==> src/rtl/mem_wb_writeback.sv <==
// ============================================================================
// mem_wb_writeback
// ----------------------------------------------------------------------------
// MEM/WB pipeline register and write-back stage of the 5-stage MIPS32 pipe.
//
// The MEM-stage control bits, ALU result and destination register are
// registered here. The load data arrives on mem_data_WB_in one cycle later,
// so it lines up with the registered control. If WB stalls, the load data is
// frozen into a local buffer because MEM may overwrite its output while WB
// is held. The stage drives the register-file write port, gives a one-cycle
// delayed copy of each write for WB->ID bypass, and keeps saturating retire
// and stall counters.
//
// Ports
//   clk, rst_n             clock; asynchronous active-low reset
//   valid_WB_in            instruction from MEM is real (not a bubble)
//   stall_WB_in            hold the WB stage contents
//   flush_WB_in            replace the next WB contents with a bubble
//   MemtoReg_WB_in         write back load data (1) or ALU result (0)
//   RegWrite_WB_in         instruction writes the register file
//   address_WB_in          ALU result / memory address
//   mem_data_WB_in         load data, valid in the cycle the load is in WB
//   rd_WB_in               destination register
//   reg_write_*_out        register-file write port (combinational)
//   prev_write_*_out       last cycle's write port values, for bypass
//   retired_count_out      retired valid instructions (saturating)
//   stall_count_out        stalled cycles with a valid instruction in WB
// ============================================================================
module mem_wb_writeback #(
    parameter int COUNT_WIDTH = 32
) (
    input  logic                   clk,
    input  logic                   rst_n,
    input  logic                   valid_WB_in,
    input  logic                   stall_WB_in,
    input  logic                   flush_WB_in,
    input  logic                   MemtoReg_WB_in,
    input  logic                   RegWrite_WB_in,
    input  logic [31:0]            address_WB_in,
    input  logic [31:0]            mem_data_WB_in,
    input  logic [4:0]             rd_WB_in,
    output logic                   reg_write_en_out,
    output logic [4:0]             reg_write_addr_out,
    output logic [31:0]            reg_write_data_out,
    output logic                   prev_write_en_out,
    output logic [4:0]             prev_write_addr_out,
    output logic [31:0]            prev_write_data_out,
    output logic [COUNT_WIDTH-1:0] retired_count_out,
    output logic [COUNT_WIDTH-1:0] stall_count_out
);

    localparam logic [COUNT_WIDTH-1:0] COUNT_ONE = COUNT_WIDTH'(1);

    logic        valid_q;
    logic        mem_to_reg_q;
    logic        reg_write_q;
    logic [31:0] alu_q;
    logic [4:0]  rd_q;
    logic        held_q;
    logic [31:0] hold_data;

    logic        retire;
    logic [31:0] load_data;

    // ------------------------------------------------------------------------
    // Stage register. Priority: reset > flush > stall > load.
    // ------------------------------------------------------------------------
    // NOTE: every register here is a plain flop (no memory array), so each one
    // gets an explicit reset value; non-blocking assignments keep all flops
    // sampling the pre-edge values regardless of statement order.
    always_ff @(posedge clk or negedge rst_n) begin
        if (!rst_n) begin
            valid_q      <= 1'b0;
            mem_to_reg_q <= 1'b0;
            reg_write_q  <= 1'b0;
            alu_q        <= 32'd0;
            rd_q         <= 5'd0;
            held_q       <= 1'b0;
            hold_data    <= 32'd0;
        end else if (flush_WB_in) begin
            // Remaining fields are don't-care once the slot is a bubble.
            valid_q <= 1'b0;
            held_q  <= 1'b0;
        end else if (stall_WB_in) begin
            // Freeze the load data on the first stalled edge only; later
            // stalled edges keep the captured copy.
            if (valid_q && !held_q) begin
                hold_data <= mem_data_WB_in;
                held_q    <= 1'b1;
            end
        end else begin
            valid_q      <= valid_WB_in;
            mem_to_reg_q <= MemtoReg_WB_in;
            reg_write_q  <= RegWrite_WB_in;
            alu_q        <= address_WB_in;
            rd_q         <= rd_WB_in;
            held_q       <= 1'b0;
        end
    end

    // ------------------------------------------------------------------------
    // Write-back select and register-file write port.
    // ------------------------------------------------------------------------
    // NOTE: every output of this block is assigned on every path (continuous
    // expressions, no incomplete if/case), so no latch can be inferred.
    always_comb begin
        retire             = valid_q & ~stall_WB_in;
        load_data          = held_q ? hold_data : mem_data_WB_in;
        reg_write_data_out = mem_to_reg_q ? load_data : alu_q;
        reg_write_addr_out = rd_q;
        // r0 is hard-wired to zero, so writes to it are dropped here.
        reg_write_en_out   = retire & reg_write_q & (rd_q != 5'd0);
    end

    // ------------------------------------------------------------------------
    // Bypass copy: captured on every edge, independent of stall/flush.
    // ------------------------------------------------------------------------
    always_ff @(posedge clk or negedge rst_n) begin
        if (!rst_n) begin
            prev_write_en_out   <= 1'b0;
            prev_write_addr_out <= 5'd0;
            prev_write_data_out <= 32'd0;
        end else begin
            prev_write_en_out   <= reg_write_en_out;
            prev_write_addr_out <= reg_write_addr_out;
            prev_write_data_out <= reg_write_data_out;
        end
    end

    // ------------------------------------------------------------------------
    // Saturating counters: stick at all-ones instead of wrapping.
    // ------------------------------------------------------------------------
    always_ff @(posedge clk or negedge rst_n) begin
        if (!rst_n) begin
            retired_count_out <= '0;
            stall_count_out   <= '0;
        end else begin
            if (retire && (retired_count_out != '1)) begin
                retired_count_out <= retired_count_out + COUNT_ONE;
            end
            if (valid_q && stall_WB_in && (stall_count_out != '1)) begin
                stall_count_out <= stall_count_out + COUNT_ONE;
            end
        end
    end

endmodule

==> config.mk <==
export PLATFORM = sky130hd
export DESIGN_NAME = mem_wb_writeback
export DESIGN_NICKNAME = d
export VERILOG_FILES = /design/src/rtl/mem_wb_writeback.sv
export SDC_FILE = /design/constraint.sdc
export NUM_CORES = 1
export LEC_CHECK = 0
export CORE_ASPECT_RATIO = 1.75
export CORE_MARGIN = 4
export CORE_UTILIZATION = 25
export CTS_BUF_LIST = sky130_fd_sc_hd__clkbuf_16
export DETAILED_ROUTE_END_ITERATION = 6
export PLACE_DENSITY = 0.45
export SYNTH_ARGS = -nofsm -noshare
export SYNTH_HDL_FRONTEND = slang
export SYNTH_SLANG_ARGS = --single-unit
==> constraint.sdc <==
create_clock -name clk -period 3.23 [get_ports clk]
set_input_delay 0.323 -clock clk [delete_from_list [all_inputs] [get_ports clk]]
set_output_delay 0.323 -clock clk [all_outputs]
set_load 0.01 [all_outputs]
# Word-level counts from Yosys, hierarchy flattened
# Index checks and enable logic that the tools add are counted.
# W data, S select, Z words.
[op_classes] n_addsub=2 n_eq_ne=4 mux=7 n_bitwise=5 n_reduce_logical=8
[ops] op="$add A32 B1 Y32 const B" count=2
[ops] op="$mux W32" count=2
[ops] op="$ne A32 B32 Y1 const B" count=2
[ops] op="$mux W1" count=5
[ops] op="$reduce_bool A5 Y1" count=1
[ops] op="$logic_and A1 B1 Y1" count=4
[ops] op="$and A1 B1 Y1" count=3
[ops] op="$ne A3 B1 Y1 const B" count=1
[ops] op="$reduce_and A3 Y1" count=1
[ops] op="$ne A2 B1 Y1 const B" count=1
[ops] op="$not A1 Y1" count=2
[ops] op="$reduce_and A2 Y1" count=1
[ops] op="$logic_not A1 Y1" count=1
[totals] ff_bits=175 input_bits=76 elab_cells=38

# Depth between registers and ports, before layout
# Gate-level depths: netlist of the first run.
[depth] ltp_word=5 mapped_depth=7

# Least setup slack after synthesis of the first run
# Ideal clock, no wire load.
[synth_path] path_kind="reg2reg" startpoint="register retired_count_out[0]" endpoint="register retired_count_out[28]" setup_time_ns=0.128 arrival_ns=1.720 setup_slack_ns=1.382 stages_incl_launch_ff=8 n_path_buf=1 cell_sequence="dfrtp_1 > ha_1 > and3_1 > and3_1 > a31oi_1 > buf_4 > nand4_1 > xnor2_1"
[synth_between] elab_chain_len=2
[synth_rtl] item="start, declared" line="48" source="output logic [COUNT_WIDTH-1:0] retired_count_out,"
[synth_rtl] item="start signal, assigned" line="139" source="retired_count_out <= retired_count_out + COUNT_ONE;"
[synth_rtl] item="branches (longest 2 deep; another with $add A32 B1 Y32)"
# Parallel ways; which one is timed is not known.
# A chain may end at the register's enable or synchronous reset.

# Final worst setup path of the first run
[layout_path] startpoint="register mem_to_reg_q" endpoint="output port reg_write_data_out[26]"
[layout_between] elab_chain_len=1
[layout_rtl] item="start, declared" line="55" source="logic mem_to_reg_q;"
[layout_rtl] item="start signal, assigned" line="93" source="mem_to_reg_q <= MemtoReg_WB_in;"
[layout_rtl] item="$mux W32" line="109" source="reg_write_data_out = mem_to_reg_q ? load_data : alu_q;"
[layout_rtl] item="end, declared" line="44" source="output logic [31:0] reg_write_data_out,"
# No other way between the ends.

==> results of run 1 <==
==> area by class of cell <==
type / count / area share
tap: 382 / 0.0448
timing repair buffer: 225 / 0.211
multi-input combinational: 387 / 0.274
clock inverter: 15 / 0.0182
antenna: 4 / 0.000938
clock buffer: 17 / 0.0399
sequential: 175 / 0.411
==> cells by family after synthesis <==
logic type / after synthesis / share of synthesized area
and+or+nand+nor: 177 / 0.131
AOI/OAI and AO/OA: 44 / 0.0349
DFF: 175 / 0.593
muxes: 106 / 0.156
xor gates and xnor gates: 58 / 0.0688
adders and majority gates: 2 / 0.00339
buffers and inverters: 21 / 0.0132
==> metrics by stage <==
stage | worst slack (ps) | cell area (um2) | instances
floorplan | 1380 | 7390 | 583
finish | 434 | 10700 | 1205
detailed placement | 852 | 10000 | 1168
global route | 195 | 10700 | 1205
global placement | 890 | 10000 | 1168
CTS | 349 | 10700 | 1201
==> metal layers <==
metal  vias up  GRT usage  routed length [um]
li1       2519          -                   -
met1      2679      0.135                7400
met2       154      0.239               11600
met3        28     0.0434                1240
met4         4     0.0554                 390
met5         -          0                  27
==> sequential cells by signal, indices dropped and copies added, names as in the netlist <==
name and cells:
alu_q 32, held_q 1, hold_data 32, mem_to_reg_q 1, prev_write_addr_out 5, prev_write_data_out 32, prev_write_en_out 1, reg_write_addr_out 5
reg_write_q 1, retired_count_out 32, stall_count_out 32, valid_q 1
==> report_power, final <==
| group | leakage, nW | total (mW) | switching [mW] | internal, mW |
|---|---|---|---|---|
| Combinational | 1.84 | 1.15 | 0.460 | 0.694 |
| Clock | 0.302 | 2.20 | 0.904 | 1.29 |
| Sequential | 2.19 | 2.73 | 0.225 | 2.51 |
| Total | 4.33 | 6.08 | 1.59 | 4.49 |
==> Yosys cell counts, drive strengths merged <==
| library cell | count |
|---|---|
| o211ai | 2 |
| and2 | 3 |
| nor3b | 1 |
| and3 | 16 |
| and2b | 1 |
| xnor2 | 43 |
| buf | 12 |
| mux2 | 74 |
| and4 | 9 |
| o311a | 1 |
| mux2i | 32 |
| clkbuf | 9 |
| nand2 | 24 |
| nand4 | 27 |
| or3 | 1 |
| ha | 2 |
| nor3 | 8 |
| a21oi | 38 |
| a211oi | 1 |
| xor2 | 15 |
| nor4 | 3 |
| nor2 | 52 |
| nand3 | 28 |
| and4b | 1 |
| nand2b | 2 |
| or2 | 1 |
| a31oi | 2 |
| dfrtp | 175 |
==> final timing paths <==
path / startpoint / end / slack, ps
min reg2reg: reg_write_addr_out[3]$_DFFE_PN0P_ / prev_write_addr_out[3]$_DFF_PN0_ / 420
min: reg_write_addr_out[3]$_DFFE_PN0P_ / prev_write_addr_out[3]$_DFF_PN0_ / 420
min in group asynchronous: rst_n / retired_count_out[30]$_DFFE_PN0P_ / 500
max in group asynchronous: rst_n / alu_q[14]$_DFFE_PN0P_ / 1910
max reg2reg: retired_count_out[0]$_DFFE_PN0P_ / retired_count_out[1]$_DFFE_PN0P_ / 1150
max: mem_to_reg_q$_DFFE_PN0P_ / reg_write_data_out[26] / 430
==> worst max-delay path: stages, from the launching register on <==
cell	delay, ps
dfrtp_2	760
buf_4	400
nor2_1	90
a21oi_1	190
clkdlybuf4s50_1	570
==> timing repair <==
item,4_1_cts,5_1_grt
gates resized for setup,0,0
buffers inserted,0,0
hold buffers,1,0
endpoints found under the hold margin,77,0
==> results.tsv, run 1 <==
stage	metric	value	unit
status	status	complete, no violations	
floorplan	initial_core_util	0.252	
synthesis	avgSynthCellArea	12.7	um2
timing	fmax	0.358	GHz
routing	ant_nets	0	
clocking	clock_sinks	175	
clocking	cts_tree	built	
synthesis	synth_top_area_cell	dfrtp_1	
setup_path	cp_max_fo	38	
layout	mostFrequentLayoutCell	clkdlybuf4s50_1	
setup_path	cp.required	2910	ps
timing	hold_viol	0	
hold_path	hold_path_class	reg -> reg	
clocking	root_buffer	clkbuf_16	
grt	overflow	0	
power_and_ir_drop	leakage	4.33	nW
power_and_ir_drop	vdd_drop_max	360	uV
timing	setup_violations	0	
synthesis	ys_seq_area_frac	0.593	
grt	grt_pass1_vias	5874	
timing	fin_tns_setup	0	ps
timing	fin_skew	9.58	ps
setup_path	critPathArrivalTime	2470	ps
timing	worst_pin_slew	805	ps
synthesis	netlist_instances	583	
layout	final_cell_mix	clkdlybuf4s50_1 (214), dfrtp_1 (173), mux2_2 (74), nor2_1 (50), xnor2_1 (43)	
floorplan	die_h	235	um
clocking	cts.clk_slew.worst_paths	70	ps
grt	grt_pass1_wl	32700	um
flow_run	drv_cap	0	
grt	gr-usage-all-layers	0.132	
clocking	clockBufferDepth	2	
placed_design	place_congestion	0.768	
routing	num_vias	5384	
timing	fin_crit_sh	0.865	
clocking	cts_buffers	17	
hold_path	min_path_cells	0	
setup_path	setup.worst_path.start_class	flop	
routing	drc	0	
synthesis	yosysTopAreaCellShare	0.593	
placed_design	portBuffers	215	
setup_path	critical_path_class	reg -> out	
timing	rsz0062_at_grt	no	
layout	nFillCells	2928	
routing	wl	20600	um
timing	slew_violations	0	
layout	areaGrowthSynthToFinish	44.4	%
routing	drt_iter0_markers	171	
layout	multi_input_area	2920	um2
floorplan	dieArea	32500	um2
floorplan	coreArea	29300	um2
timing	hold_slack	419	ps
routing	avgViaCountPerCell	4.47	
synthesis	yosys_warnings	0	
setup_path	r2r_cells	6	
layout	seq_area	4380	um2
synthesis	ys_seq_elements	175	
grt	antenna_found_initial	6	
synthesis	synthTopCellsByArea	dfrtp_1 (59%), mux2_2 (11%), xnor2_1 (5.1%)	
power_and_ir_drop	p_total	6.08	mW
placed_design	hpwl	15300	um
layout	utilization	0.364	
layout	fin_nets	884	
clocking	clk_latency	440	ps
synthesis	synth_area	7390	um2
layout	layout-drive-gt1-share	0.160	
timing	post-route-min-period	2800	ps
floorplan	core.rowCount	83	
floorplan	die_x	138	um
grt	grt_max_degree	81	
synthesis	synth.net_count	661	
floorplan	io_pins	216	
routing	wl_per_cell	17.1	um
timing	max_slew_margin	0.463	
power_and_ir_drop	powerDensity	570	nW/um2
clocking	htree_levels	4	
synthesis	synth_cell_types	43	
setup_path	end_kind	output pin	
routing	dr.pass1.iters	7	
Power figures use the tool's default switching activity.
==> inputs of run 2 (changes only) <==
- ABC_AREA: not set -> 1
- DONT_BUFFER_PORTS: not set -> 1
- PLACE_DENSITY: 0.45 -> 0.35
==> run 2 against run 1 <==
Effect of this change: the run now ends with negative hold slack left; clock skew increased by 6.5 ps; sequential power about the same; combinational power decreased by 55%; register-to-register slack got worse by 30 ps; maximum frequency increased by 11%; first-iteration DRC count increased by 110%; sequential share of layout area increased by 2.4 points; critical endpoint is now reg_write_data_out[7]; largest cell class unchanged; largest power group unchanged.
==> results.tsv, run 2 <==
stage	metric	value	unit	change
status	status	finished, violations left		was complete, no violations
status	violations	negative hold slack		
routing	dr.pass1.iters	5		was 7
timing	setup_violations	0		unchanged
hold_path	hold_path_class	in -> async		was reg -> reg
clocking	htree_levels	4		unchanged
routing	wl	27700	um	was 20600 um
setup_path	cp-startpoint	mem_to_reg_q$_DFFE_PN0P_		unchanged
floorplan	die_h	252	um	was 235 um
placed_design	hpwl	20400	um	was 15300 um
clocking	ctsResizeCount	0		unchanged
timing	fin_crit_sh	0.780		was 0.865
layout	final_cell_mix	nand2_1 (380), dfrtp_1 (175), o21ai_0 (130), inv_1 (128), nor2_1 (99)		was clkdlybuf4s50_1 (214), dfrtp_1 (173), mux2_2 (74), nor2_1 (50), xnor2_1 (43)
timing	slew_violations	0		unchanged
setup_path	r2r_end	stall_count_out[11]$_DFFE_PN0P_		was retired_count_out[1]$_DFFE_PN0P_
floorplan	io_pins	216		unchanged
routing	wl_per_cell	17.1	um	about the same
clocking	hold_buffers	41		was 1
synthesis	synth_flop_cell	dfrtp_1		unchanged
timing	fin_skew	16.1	ps	was 9.58 ps
clocking	cts_setup_buffers	0		unchanged
synthesis	synth-edff-count	0		unchanged
timing	hold_viol	175		was 0
setup_path	cp_max_fo	33		was 38
layout	fin_nets	1227		was 884
clocking	cts_tree	built		unchanged
timing	max_slew_margin	0.447		was 0.463
setup_path	critical_path_class	reg -> out		unchanged
clocking	clock_sinks	175		unchanged
timing	post-route-min-period	2520	ps	was 2800 ps
grt	gr-usage-all-layers	0.153		was 0.132
clocking	cts.clk_slew.worst_paths	80	ps	was 70 ps
clocking	root_buffer	clkbuf_16		unchanged
timing	fin_tns_setup	0	ps	unchanged
layout	post-route-cell-area	10100	um2	was 10700 um2
synthesis	synth_cell_types	31		was 43
timing	rsz0062_at_grt	no		unchanged
setup_path	critPathSlowestCell	inv_1		was dfrtp_2
layout	layout-drive-gt1-share	0.0568		was 0.160
synthesis	avgSynthCellArea	7.64	um2	was 12.7 um2
setup_path	end_kind	output pin		unchanged
setup_path	r2r_cells	10		was 6
synthesis	synth_top_area_cell	dfrtp_1		unchanged
setup_path	regToRegSetupSlack	1120	ps	was 1150 ps
layout	diodes	0		was 4
grt	grt_pass1_wl	44000	um	was 32700 um
synthesis	ys_seq_area_frac	0.514		was 0.593
setup_path	cp_slowest_stage_delay	360	ps	was 760 ps
setup_path	cp.required	2910	ps	about the same
floorplan	core.rowCount	89		was 83
grt	grt_max_degree	176		was 81
layout	nFillCells	3634		was 2928
synthesis	ys_seq_elements	175		unchanged
synthesis	yosys_warnings	0		unchanged
clocking	clockBufferDepth	2		unchanged
placed_design	place_congestion	0.803		was 0.768
synthesis	yosys-top-cells-count	nand2_1 (380), dfrtp_1 (175), o21ai_0 (130), inv_1 (127), nor2_1 (100)		was dfrtp_1 (175), mux2_2 (74), nor2_1 (51), xnor2_1 (43), a21oi_1 (37)
timing	worst_pin_slew	828	ps	was 805 ps
grt	antenna_found_initial	0		was 6
grt	grt_pass1_vias	7430		was 5874
clocking	clk_latency	450	ps	was 440 ps
layout	utilization	0.299		was 0.364
synthesis	synth_area	8520	um2	was 7390 um2
layout	areaGrowthSynthToFinish	18.3	%	was 44.4%
setup_path	rr_startpoint	stall_count_out[0]$_DFFE_PN0P_		was retired_count_out[0]$_DFFE_PN0P_
routing	drt_iter0_markers	358		was 171
timing	fmax	0.397	GHz	was 0.358 GHz
synthesis	synthTopCellsByArea	dfrtp_1 (51%), nand2_1 (17%), o21ai_0 (7.6%)		was dfrtp_1 (59%), mux2_2 (11%), xnor2_1 (5.1%)
flow_run	drv_cap	0		unchanged
timing	hold_slack	-435	ps	was 419 ps
routing	num_vias	7185		was 5384
grt	overflow	0		unchanged
floorplan	initial_core_util	0.253		was 0.252
setup_path	crit_chain	buf_4 -> inv_1 -> buf_4 -> a21oi_1 -> o21ai_0 -> o21ai_0		was buf_4 -> nor2_1 -> a21oi_1 -> clkdlybuf4s50_1
synthesis	async_flop_share	1.00		unchanged
floorplan	coreArea	33700	um2	was 29300 um2
synthesis	yosysTopAreaCellShare	0.514		was 0.593
power_and_ir_drop	leakage	4.51	nW	was 4.33 nW
power_and_ir_drop	vdd_drop_max	364	uV	was 360 uV
synthesis	netlist_instances	1115		was 583
clocking	cts_buffers	17		unchanged
placed_design	placed_area	9000	um2	was 10000 um2
routing	drc	0		unchanged
setup_path	setup.worst_path.start_class	flop		unchanged
routing	avgViaCountPerCell	4.44		was 4.47
floorplan	die_x	148	um	was 138 um
placed_design	portBuffers	0		was 215
synthesis	synth.net_count	1193		was 661
setup_path	critPathArrivalTime	2200	ps	was 2470 ps
synthesis	yosysMostFrequentCell	nand2_1		was dfrtp_1
power_and_ir_drop	powerDensity	559	nW/um2	was 570 nW/um2
layout	mostFrequentLayoutCell	nand2_1		was clkdlybuf4s50_1
floorplan	dieArea	37200	um2	was 32500 um2
routing	ant_nets	0		unchanged
run 2: how the worst max path moves through the flow:
stage | endpoint | slack, ps | cells after the start
after floorplan | stall_count_out[23]$_DFFE_PN0P_ | 1540 | 11
after global placement | stall_count_out[26]$_DFFE_PN0P_ | 1100 | 10
after detailed placement | stall_count_out[22]$_DFFE_PN0P_ | 1060 | 10
after CTS | reg_write_data_out[7] | 620 | 6
after global routing | reg_write_data_out[31] | 440 | 6
final | reg_write_data_out[7] | 710 | 6
run 2: power by group:
| part | switching [mW] | internal [mW] |
|---|---|---|
| clock | 1.00 | 1.40 |
| combinational | 0.336 | 0.186 |
| sequential | 0.247 | 2.46 |
run 2: final cells by class:
| cell class | count | area [um2] | area share |
|---|---|---|---|
| sequential | 175 | 4380 | 0.434 |
| inverter | 132 | 498 | 0.0494 |
| tap | 455 | 569 | 0.0565 |
| clock buffer | 17 | 425 | 0.0422 |
| timing repair buffer | 51 | 485 | 0.0482 |
| clock inverter | 15 | 245 | 0.0243 |
| multi-input combinational | 772 | 3480 | 0.345 |
run 2: logic make-up after synthesis:
| logic type | synth area share |
|---|---|
| xor gates and xnor gates | 0.0164 |
| DFF | 0.514 |
| AOI/OAI and AO/OA | 0.104 |
| adders and majority gates | 0.00294 |
| and+or+nand+nor | 0.283 |
| buffers and inverters | 0.0794 |
run 2: metal layers:
| layer | global-route usage | up-vias | wire, um |
|---|---|---|---|
| met5 | 0 | - | 0 |
| met2 | 0.283 | 179 | 15000 |
| li1 | - | 3574 | - |
| met4 | 0.0368 | 0 | 261 |
| met3 | 0.0414 | 14 | 1460 |
| met1 | 0.173 | 3418 | 10900 |
run 2: critical path: cells and delay by family (launching register included):
family          cells  cell delay [ps]
buf+inv             3              990
compound gates      3              430
flops               1              320
run 2: metrics by stage:
stage | total power, mW | cells | setup slack, ps
after floorplan | 3.05 | 1115 | 1540
after global placement | 3.25 | 1544 | 1100
after detailed placement | 3.26 | 1544 | 1060
after CTS | 5.78 | 1617 | 617
after global routing | 5.95 | 1617 | 441
final | 5.64 | 1617 | 710
==> inputs of run 3 (changes only) <==
- PLACE_DENSITY: 0.35 -> 0.37
- clock period: 3.23 -> 2.1 ns (I/O delays scaled with it)
==> run 3 against run 2 <==
Effect of this change: the flow still finishes with violations (negative hold slack); combinational power up 100%; register-to-register slack got worse by 820 ps; die area unchanged; sequential share of layout area down 2.6 points; final cell count increased by 4.6%; sequential cell count is the same; clock power up 42%; power rose by 52%; routed wire length increased by 5.7%; clock skew down 2.7 ps; hold slack got worse by 110 ps.
==> results.tsv, run 3 (synthesis gave the netlist of run 2 again) <==
stage	metric	value	unit	change
status	status	finished, violations left		unchanged
status	violations	negative hold slack		unchanged
timing	max_slew_margin	0.586		was 0.447
setup_path	r2r_end	retired_count_out[24]$_DFFE_PN0P_		was stall_count_out[11]$_DFFE_PN0P_
timing	post-route-min-period	1950	ps	
timing	worst_pin_slew	615	ps	was 828 ps
power_and_ir_drop	switching_share	0.288		was 0.282
floorplan	die_x	148	um	unchanged
clocking	root_buffer	clkbuf_16		unchanged
routing	wl_per_cell	17.3	um	was 17.1 um
placed_design	hpwl	21200	um	was 20400 um
floorplan	die_h	252	um	unchanged
floorplan	initial_core_util	0.253		unchanged
timing	fin_crit_sh	0.930		
grt	antenna_found_initial	1		was 0
routing	wl_met3	1520	um	was 1460 um
routing	ant_nets	0		unchanged
timing	fin_tns_setup	0	ps	unchanged
clocking	clockBufferDepth	2		unchanged
floorplan	core.rowCount	89		unchanged
clocking	cts_buffers	17		unchanged
floorplan	coreArea	33700	um2	unchanged
layout	fin_nets	1300		was 1227
power_and_ir_drop	p_sw	2.47	mW	was 1.59 mW
clocking	cts.clk_slew.worst_paths	70	ps	was 80 ps
placed_design	portBuffers	0		unchanged
grt	grt_max_degree	176		unchanged
power_and_ir_drop	clkPwrFrac	0.399		was 0.427
layout	mostFrequentLayoutCell	nand2_1		unchanged
setup_path	rr_startpoint	valid_q$_DFFE_PN0N_		was stall_count_out[0]$_DFFE_PN0P_
timing	hold_slack	-546	ps	was -435 ps
layout	areaGrowthSynthToFinish	25.8	%	was 18.3%
routing	dr.max_layer_used	met5		was met4
layout	layout-drive-gt1-share	0.0842		was 0.0568
grt	grt_pass1_vias	7714		was 7430
routing	drt_iter0_markers	312		was 358
floorplan	io_pins	216		unchanged
power_and_ir_drop	leakage	4.84	nW	was 4.51 nW
power_and_ir_drop	power.internal	6.10	mW	was 4.05 mW
timing	hold_viol	175		unchanged
routing	wirelength_met1	11100	um	was 10900 um
layout	final_cell_mix	nand2_1 (380), dfrtp_1 (174), o21ai_0 (130), inv_1 (126), nor2_1 (99)		was nand2_1 (380), dfrtp_1 (175), o21ai_0 (130), inv_1 (128), nor2_1 (99)
routing	dr.pass1.iters	4		was 5
timing	rsz0062_at_grt	no		unchanged
routing	route.met2.wl	16200	um	was 15000 um
setup_path	r2r_cells	7		was 10
layout	utilization	0.318		was 0.299
setup_path	end_kind	output pin		unchanged
grt	overflow	0		unchanged
setup_path	regToRegSetupSlack	300	ps	was 1120 ps
power_and_ir_drop	comb_power_share	0.124		was 0.093
floorplan	dieArea	37200	um2	unchanged
clocking	clk_latency	450	ps	about the same
power_and_ir_drop	powerDensity	799	nW/um2	was 559 nW/um2
clocking	hold_buffers	76		was 41
routing	num_vias	7485		was 7185
setup_path	crit_end	reg_write_data_out[26]		was reg_write_data_out[7]
placed_design	place_congestion	0.812		was 0.803
routing	avgViaCountPerCell	4.43		was 4.44
timing	fmax	0.512	GHz	
timing	setup_violations	0		unchanged
routing	drc	0		unchanged
power_and_ir_drop	pwr-share-seq	0.477		was 0.480
clocking	htree_levels	4		unchanged
routing	wl	29200	um	was 27700 um
hold_path	hold_path_class	in -> async		unchanged
setup_path	critPathArrivalTime	1740	ps	was 2200 ps
clocking	clock_sinks	175		unchanged
clocking	cts_tree	built		unchanged
setup_path	cp-startpoint	held_q$_DFFE_PN0P_		was mem_to_reg_q$_DFFE_PN0P_
setup_path	setup.worst_path.start_class	flop		unchanged
timing	slew_violations	0		unchanged
setup_path	critical_path_class	reg -> out		unchanged
layout	nFillCells	3633		was 3634
grt	grt_pass1_wl	45200	um	was 44000 um
grt	gr-usage-all-layers	0.157		was 0.153
power_and_ir_drop	vdd_drop_max	573	uV	was 364 uV
timing	fin_skew	13.4	ps	was 16.1 ps
flow_run	drv_cap	0		unchanged
setup_path	cp.required	1890	ps	was 2910 ps
setup_path	cp_max_fo	33		unchanged
run 3: cell count changes in the layout (fill, tap and decap cells not counted), moves of 2 or more:
cell,before,now
dlygate4sd3_1,41,76
inv_1,128,126
buf_4,10,43
clkinv_1,1,4
buf_12,0,4
bufinv_16,5,3
run 3: stage by stage:
| stage | hold WS, ps | instance area [um2] | power, mW | cells | worst slack [ps] |
|---|---|---|---|---|---|
| after global routing | -582 | 10700 | 9.01 | 1690 | 9.37 |
| after CTS | -577 | 10700 | 8.73 | 1688 | 11.2 |
| after global placement | -76.5 | 9320 | 5.10 | 1580 | 240 |
| after floorplan | -85.6 | 8520 | 4.70 | 1115 | 409 |
| final | -546 | 10700 | 8.57 | 1691 | 147 |
| after detailed placement | -75.7 | 9320 | 5.11 | 1580 | 245 |
run 3: metal layers:
layer	GRT usage	vias to the layer above
met5	0	-
met4	0.0475	2
met3	0.0386	26
met2	0.296	171
met1	0.173	3560
li1	-	3726
run 3: cell type report:
| type | count | area [um2] | area share |
|---|---|---|---|
| clock buffers | 17 | 425 | 0.0397 |
| multi-input cells | 772 | 3480 | 0.325 |
| repair buffers | 124 | 1190 | 0.111 |
| clock inverters | 15 | 179 | 0.0167 |
| well taps | 455 | 569 | 0.0531 |
| flip-flops and latches | 175 | 4380 | 0.409 |
| diodes | 1 | 2.50 | 0.000233 |
| inverters | 132 | 498 | 0.0464 |
run 3: critical path: stages (launching register included):
cell and delay [ps]:
dfrtp_1 390, inv_2 120, buf_12 210, a21oi_1 80, o21ai_0 80, o21ai_0 200
buf_4 210
run 3: power by group through the flow:
stage | clock network (mW) | registers [mW] | logic [mW]
floorplan | 0 | 4.12 | 0.576
finish | 3.42 | 4.09 | 1.06
detailed placement | 0 | 4.17 | 0.946
CTS | 3.55 | 4.11 | 1.08
global route | 3.65 | 4.14 | 1.22
global placement | 0 | 4.17 | 0.933
run 3: repair_timing:
| item | CTS | global route |
|---|---|---|
| endpoints found under the setup margin | 8 | 4 |
| setup buffers | 0 | 1 |
| gates cloned | 0 | 1 |
| hold endpoints to repair | 248 | 175 |
| resized for setup | 2 | 0 |
run 3: how the worst min path moves through the flow:
stage / startpoint / to / slack [ps] / cells past startpoint
global route: rst_n / alu_q[10]$_DFFE_PN0P_ / -580 / 0
global placement: rst_n / alu_q[7]$_DFFE_PN0P_ / -80 / 0
CTS: rst_n / alu_q[7]$_DFFE_PN0P_ / -580 / 0
finish: rst_n / alu_q[10]$_DFFE_PN0P_ / -550 / 0
detailed placement: rst_n / alu_q[7]$_DFFE_PN0P_ / -80 / 0
floorplan: rst_n / alu_q[0]$_DFFE_PN0P_ / -90 / 0
==> RTL edit 1, RTL diff (flow settings as in run 3) <==
Make the reset (`rst_n`) synchronous in 3 clocked blocks. Comments in the files are not updated.
--- a/src/rtl/mem_wb_writeback.sv
+++ b/src/rtl/mem_wb_writeback.sv
@@ -68,7 +68,7 @@
     // NOTE: every register here is a plain flop (no memory array), so each one
     // gets an explicit reset value; non-blocking assignments keep all flops
     // sampling the pre-edge values regardless of statement order.
-    always_ff @(posedge clk or negedge rst_n) begin
+    always_ff @(posedge clk) begin
         if (!rst_n) begin
             valid_q      <= 1'b0;
             mem_to_reg_q <= 1'b0;
@@ -115,7 +115,7 @@
     // ------------------------------------------------------------------------
     // Bypass copy: captured on every edge, independent of stall/flush.
     // ------------------------------------------------------------------------
-    always_ff @(posedge clk or negedge rst_n) begin
+    always_ff @(posedge clk) begin
         if (!rst_n) begin
             prev_write_en_out   <= 1'b0;
             prev_write_addr_out <= 5'd0;
@@ -130,7 +130,7 @@
     // ------------------------------------------------------------------------
     // Saturating counters: stick at all-ones instead of wrapping.
     // ------------------------------------------------------------------------
-    always_ff @(posedge clk or negedge rst_n) begin
+    always_ff @(posedge clk) begin
         if (!rst_n) begin
             retired_count_out <= '0;
             stall_count_out   <= '0;
Behaviour: differs if rst_n is asserted again (counterexample within 4 cycles, from zero or initial values and one cycle with rst_n low); with rst_n held inactive, the same outputs for 4 cycles.
==> RTL edit 1 against run 3 <==
Sequential cell count unchanged. Critical path type is now flop to flop. Worst setup slack better by 0.061 ns. Final area down 4.6%. Total power down 16%. First-iteration DRC count up 19%. Area after synthesis down 6.0%. Synthesized cell count up 6.6%. Largest cell class is now multi-input gates. Critical path depth up 4. Sequential power down 14%. Final cell count up 1.3%. Maximum frequency up 3.2%. Routed wire length up 0.45%.
==> RTL edit 1: results (changes against run 3) <==
metric,value,unit,change
outcome,"complete, no violations",,was finished with violations
Final GP Congestion,0.787,,was 0.812
clk_lat worst skew,0.44,ns,
final std cells w/o fill,1713,,"was 1,691"
crit-path leading delay family,simple AND/OR/NAND/NOR gates,,was buffers and inverters
post-cts resize count,0,,was 2
initial antenna violation count,3,,was 1
crit-path max FO,26,,was 33
first drt pass iteration count,5,,was 4
H-tree depth,4,,unchanged
Final HPWL DP,20.8,mm,was 21.2 mm
Iter 0 DRT Violations,370,,was 312
Lkg Pwr,4.12,nW,was 4.84 nW
Least-Margin Pin Slew,0.583,ns,was 0.615 ns
worst stage delay on the critical path,0.39,ns,about the same
clock buffer count from CTS,17,,unchanged
Final Skew,0.0111,ns,was 0.0134 ns
Unique masters post-synth,32,,was 31
CP max-delay cell,dfxtp_1,,was dfrtp_1
largest net degree at the start of global routing,126,,was 176
"Seq/Total Area, Yosys",43.7,%,was 51.4%
Worst EP arrival,2.22,ns,was 1.74 ns
Synth Instances,1189,,"was 1,115"
largest cells by area after synthesis,"dfxtp_1, nand2_1, nor2_1, a21oi_1, o21ai_0",,"was dfrtp_1, nand2_1, o21ai_0, inv_1, nor2_1"
Placement Setup Slack,0.214,ns,was 0.245 ns
vias,7868,,"was 7,485"
# nets final,1380,,"was 1,300"
All-Layer GR Usage,16.8,%,was 15.7%
Synthesized Nets,1267,,"was 1,193"
share of cells above drive strength 1,10.3,%,was 8.42%
vias in the first global route,7834,,"was 7,714"
hold crit path type,input port to flop,,was input port to async pin
Post-synth top cells,"nand2_1, nor2_1, dfxtp_1",,"was nand2_1, dfrtp_1, o21ai_0"
cell total after placement,1601,,"was 1,580"
global-route wire length before repair,45.2,mm,about the same
Fillers,3491,,"was 3,633"
sw power,1.91,mW,was 2.47 mW
"Async S/R FF share, synth",0,%,was 100%
main flop type after synthesis,dfxtp_1,,was dfrtp_1
hold bufs inserted after CTS,78,,was 76
routed length per instance,17.1,µm,was 17.3 µm
Worst IR Drop VDD,0.567,mV,was 0.573 mV
Post-Place Cell Area,0.00887,mm²,was 0.00932 mm²
-- RTL edit 1: kinds of logic (layout without fill, tap and decap cells) --
| logic type | count (synthesis) | in the layout | synth area share, % |
|---|---|---|---|
| simple gates | 627 | 627 | 32.3 |
| buf+inv | 148 | 274 | 7.34 |
| flops | 175 | 175 | 43.7 |
| fa+ha+maj | 2 | 2 | 0.312 |
| other cells | 0 | 2 | 0 |
| compound gates | 227 | 227 | 15.3 |
| xor+xnor | 10 | 10 | 1.09 |
-- RTL edit 1: routing by layer --
layer	wire length [µm]	global-route usage [%]	vias up	share of wire [%]
met3	1540	4.33	29	5.2
li1	-	-	4054	-
met4	593	5.38	0	2.0
met5	0	0	-	0
met2	15800	31.4	179	54
met1	11400	18.0	3606	39
-- RTL edit 1: worst paths after layout --
kind	cells after the start	end	slack (ns)	start
worst max-delay path	10	stall_count_out[26]	0.21	stall_count_out[1]
worst min register to register	2	hold_data[2]	0.45	hold_data[2]
worst max register to register	10	stall_count_out[26]	0.21	stall_count_out[1]
worst min-delay path	2	prev_write_data_out[21]	0.04	mem_data_WB_in[21]
-- RTL edit 1: power by group through the flow --
stage	clock network (mW)	logic, mW	registers, mW
after floorplan	0	0.306	3.56
after global placement	0	0.395	3.58
after detailed placement	0	0.397	3.58
after CTS	3.32	0.568	3.50
after global routing	3.43	0.624	3.51
final	3.15	0.555	3.50
-- RTL edit 1: final cells by class --
type | instances | area, µm² | share of cell area (%)
clock buffer | 17 | 425 | 4.16
inverter | 92 | 345 | 3.38
multi-input combinational | 866 | 3930 | 38.4
timing repair buffer | 150 | 1390 | 13.6
antenna | 2 | 5.00 | 0.0489
clock inverter | 15 | 134 | 1.31
tap | 396 | 495 | 4.84
sequential | 175 | 3500 | 34.3
==> RTL edit 2, RTL diff (flow settings as in run 3) <==
Made on the original files. Change the parameter `COUNT_WIDTH` from 32 to 64.
--- a/src/rtl/mem_wb_writeback.sv
+++ b/src/rtl/mem_wb_writeback.sv
@@ -27,7 +27,7 @@
 //   stall_count_out        stalled cycles with a valid instruction in WB
 // ============================================================================
 module mem_wb_writeback #(
-    parameter int COUNT_WIDTH = 32
+    parameter int COUNT_WIDTH = 64
 ) (
     input  logic                   clk,
     input  logic                   rst_n,
Interface: changed (resized retired_count_out and stall_count_out); port bits go from 216 to 280. The function was not compared with the original's and may differ.
==> RTL edit 2 against run 3 <==
The run still ends with hold timing left. Routed wire length rose by 100%. Final area rose by 69%. Utilization rose by 2.0 points. Hold slack got worse by 0.13 ns. Area after synthesis rose by 59%. Combinational power rose by 100%. Maximum frequency fell by 2.8%. Total power rose by 49%. Worst setup slack got worse by 0.056 ns. Sequential cell count rose by 64. Highest routed layer is now met4.
==> RTL edit 2: results (changes against run 3) <==
metric,value,unit,change
cell total after placement,2820,,"was 1,580"
crit-path leading delay family,compound AO/OA/AOI/OAI gates,,was buffers and inverters
Reg2Reg Capture Point,retired_count_out[49],,was retired_count_out[24]
"Seq/Total Area, Yosys",44.2,%,was 51.4%
Yosys top cell area share,44.2,%,was 51.4%
Non-clock buffers,334,,was 124
CP Capture Point,reg_write_data_out[16],,was reg_write_data_out[26]
Final Hold Viols,239,,was 175
H-tree depth,1,,was 4
hold bufs inserted after CTS,94,,was 76
M1 wire length,19.5,mm,was 11.1 mm
Final GP Congestion,0.918,,was 0.812
flop2flop setup slack,0.11,ns,was 0.30 ns
Worst R2R Start,retired_count_out[0],,was valid_q
outcome,finished with violations,,unchanged
failing checks,hold timing,,unchanged
All-Layer GR Usage,19.8,%,was 15.7%
WHS,-0.679,ns,was -0.546 ns
Worst R2R Path Depth,10,,was 7
Synthesized Nets,2031,,"was 1,193"
largest net degree at the start of global routing,240,,was 176
largest cells by area after synthesis,"dfrtp_1, nand2_1, nor2_1, inv_1, o21ai_0",,"was dfrtp_1, nand2_1, o21ai_0, inv_1, nor2_1"
met3 WL,3.78,mm,was 1.52 mm
Final HPWL DP,46.7,mm,was 21.2 mm
Unique masters post-synth,33,,was 31
Top Metal Used,met4,,was met5
RTL edit 2: metrics by stage:
stage	area (µm²)	setup TNS [ns]
floorplan	13500	0
global placement	15900	-1.32
detailed placement	15900	-1.45
CTS	18000	0
global route	18100	0
finish	18100	0
RTL edit 2: where the power goes:
group / switching (mW) / total, mW / internal, mW
Clock: 2.19 / 5.14 / 2.95
Sequential: 0.346 / 5.48 / 5.13
Combinational: 1.33 / 2.16 / 0.826
Total: 3.87 / 12.8 / 8.91
RTL edit 2: cells by family (layout without fill, tap and decap cells):
family                   count (synthesis)  after routing  synth area share, %
AND/OR/NAND/NOR                       1210           1211                 37.0
flip-flops                             239            239                 44.2
adder cells (fa/ha/maj)                  2              2                0.185
buffers and inverters                  254            591                 7.75
XOR/XNOR                                37             37                 2.39
AO/OA/AOI/OAI                          211            211                 8.51
RTL edit 2: what timing repair did:
action                     in CTS  in global routing
pin swaps                       2                  1
buffers inserted                7                  0
resized for setup              29                 45
cloned                          0                  2
hold endpoints to repair      314                239
setup endpoints to repair      88                 62
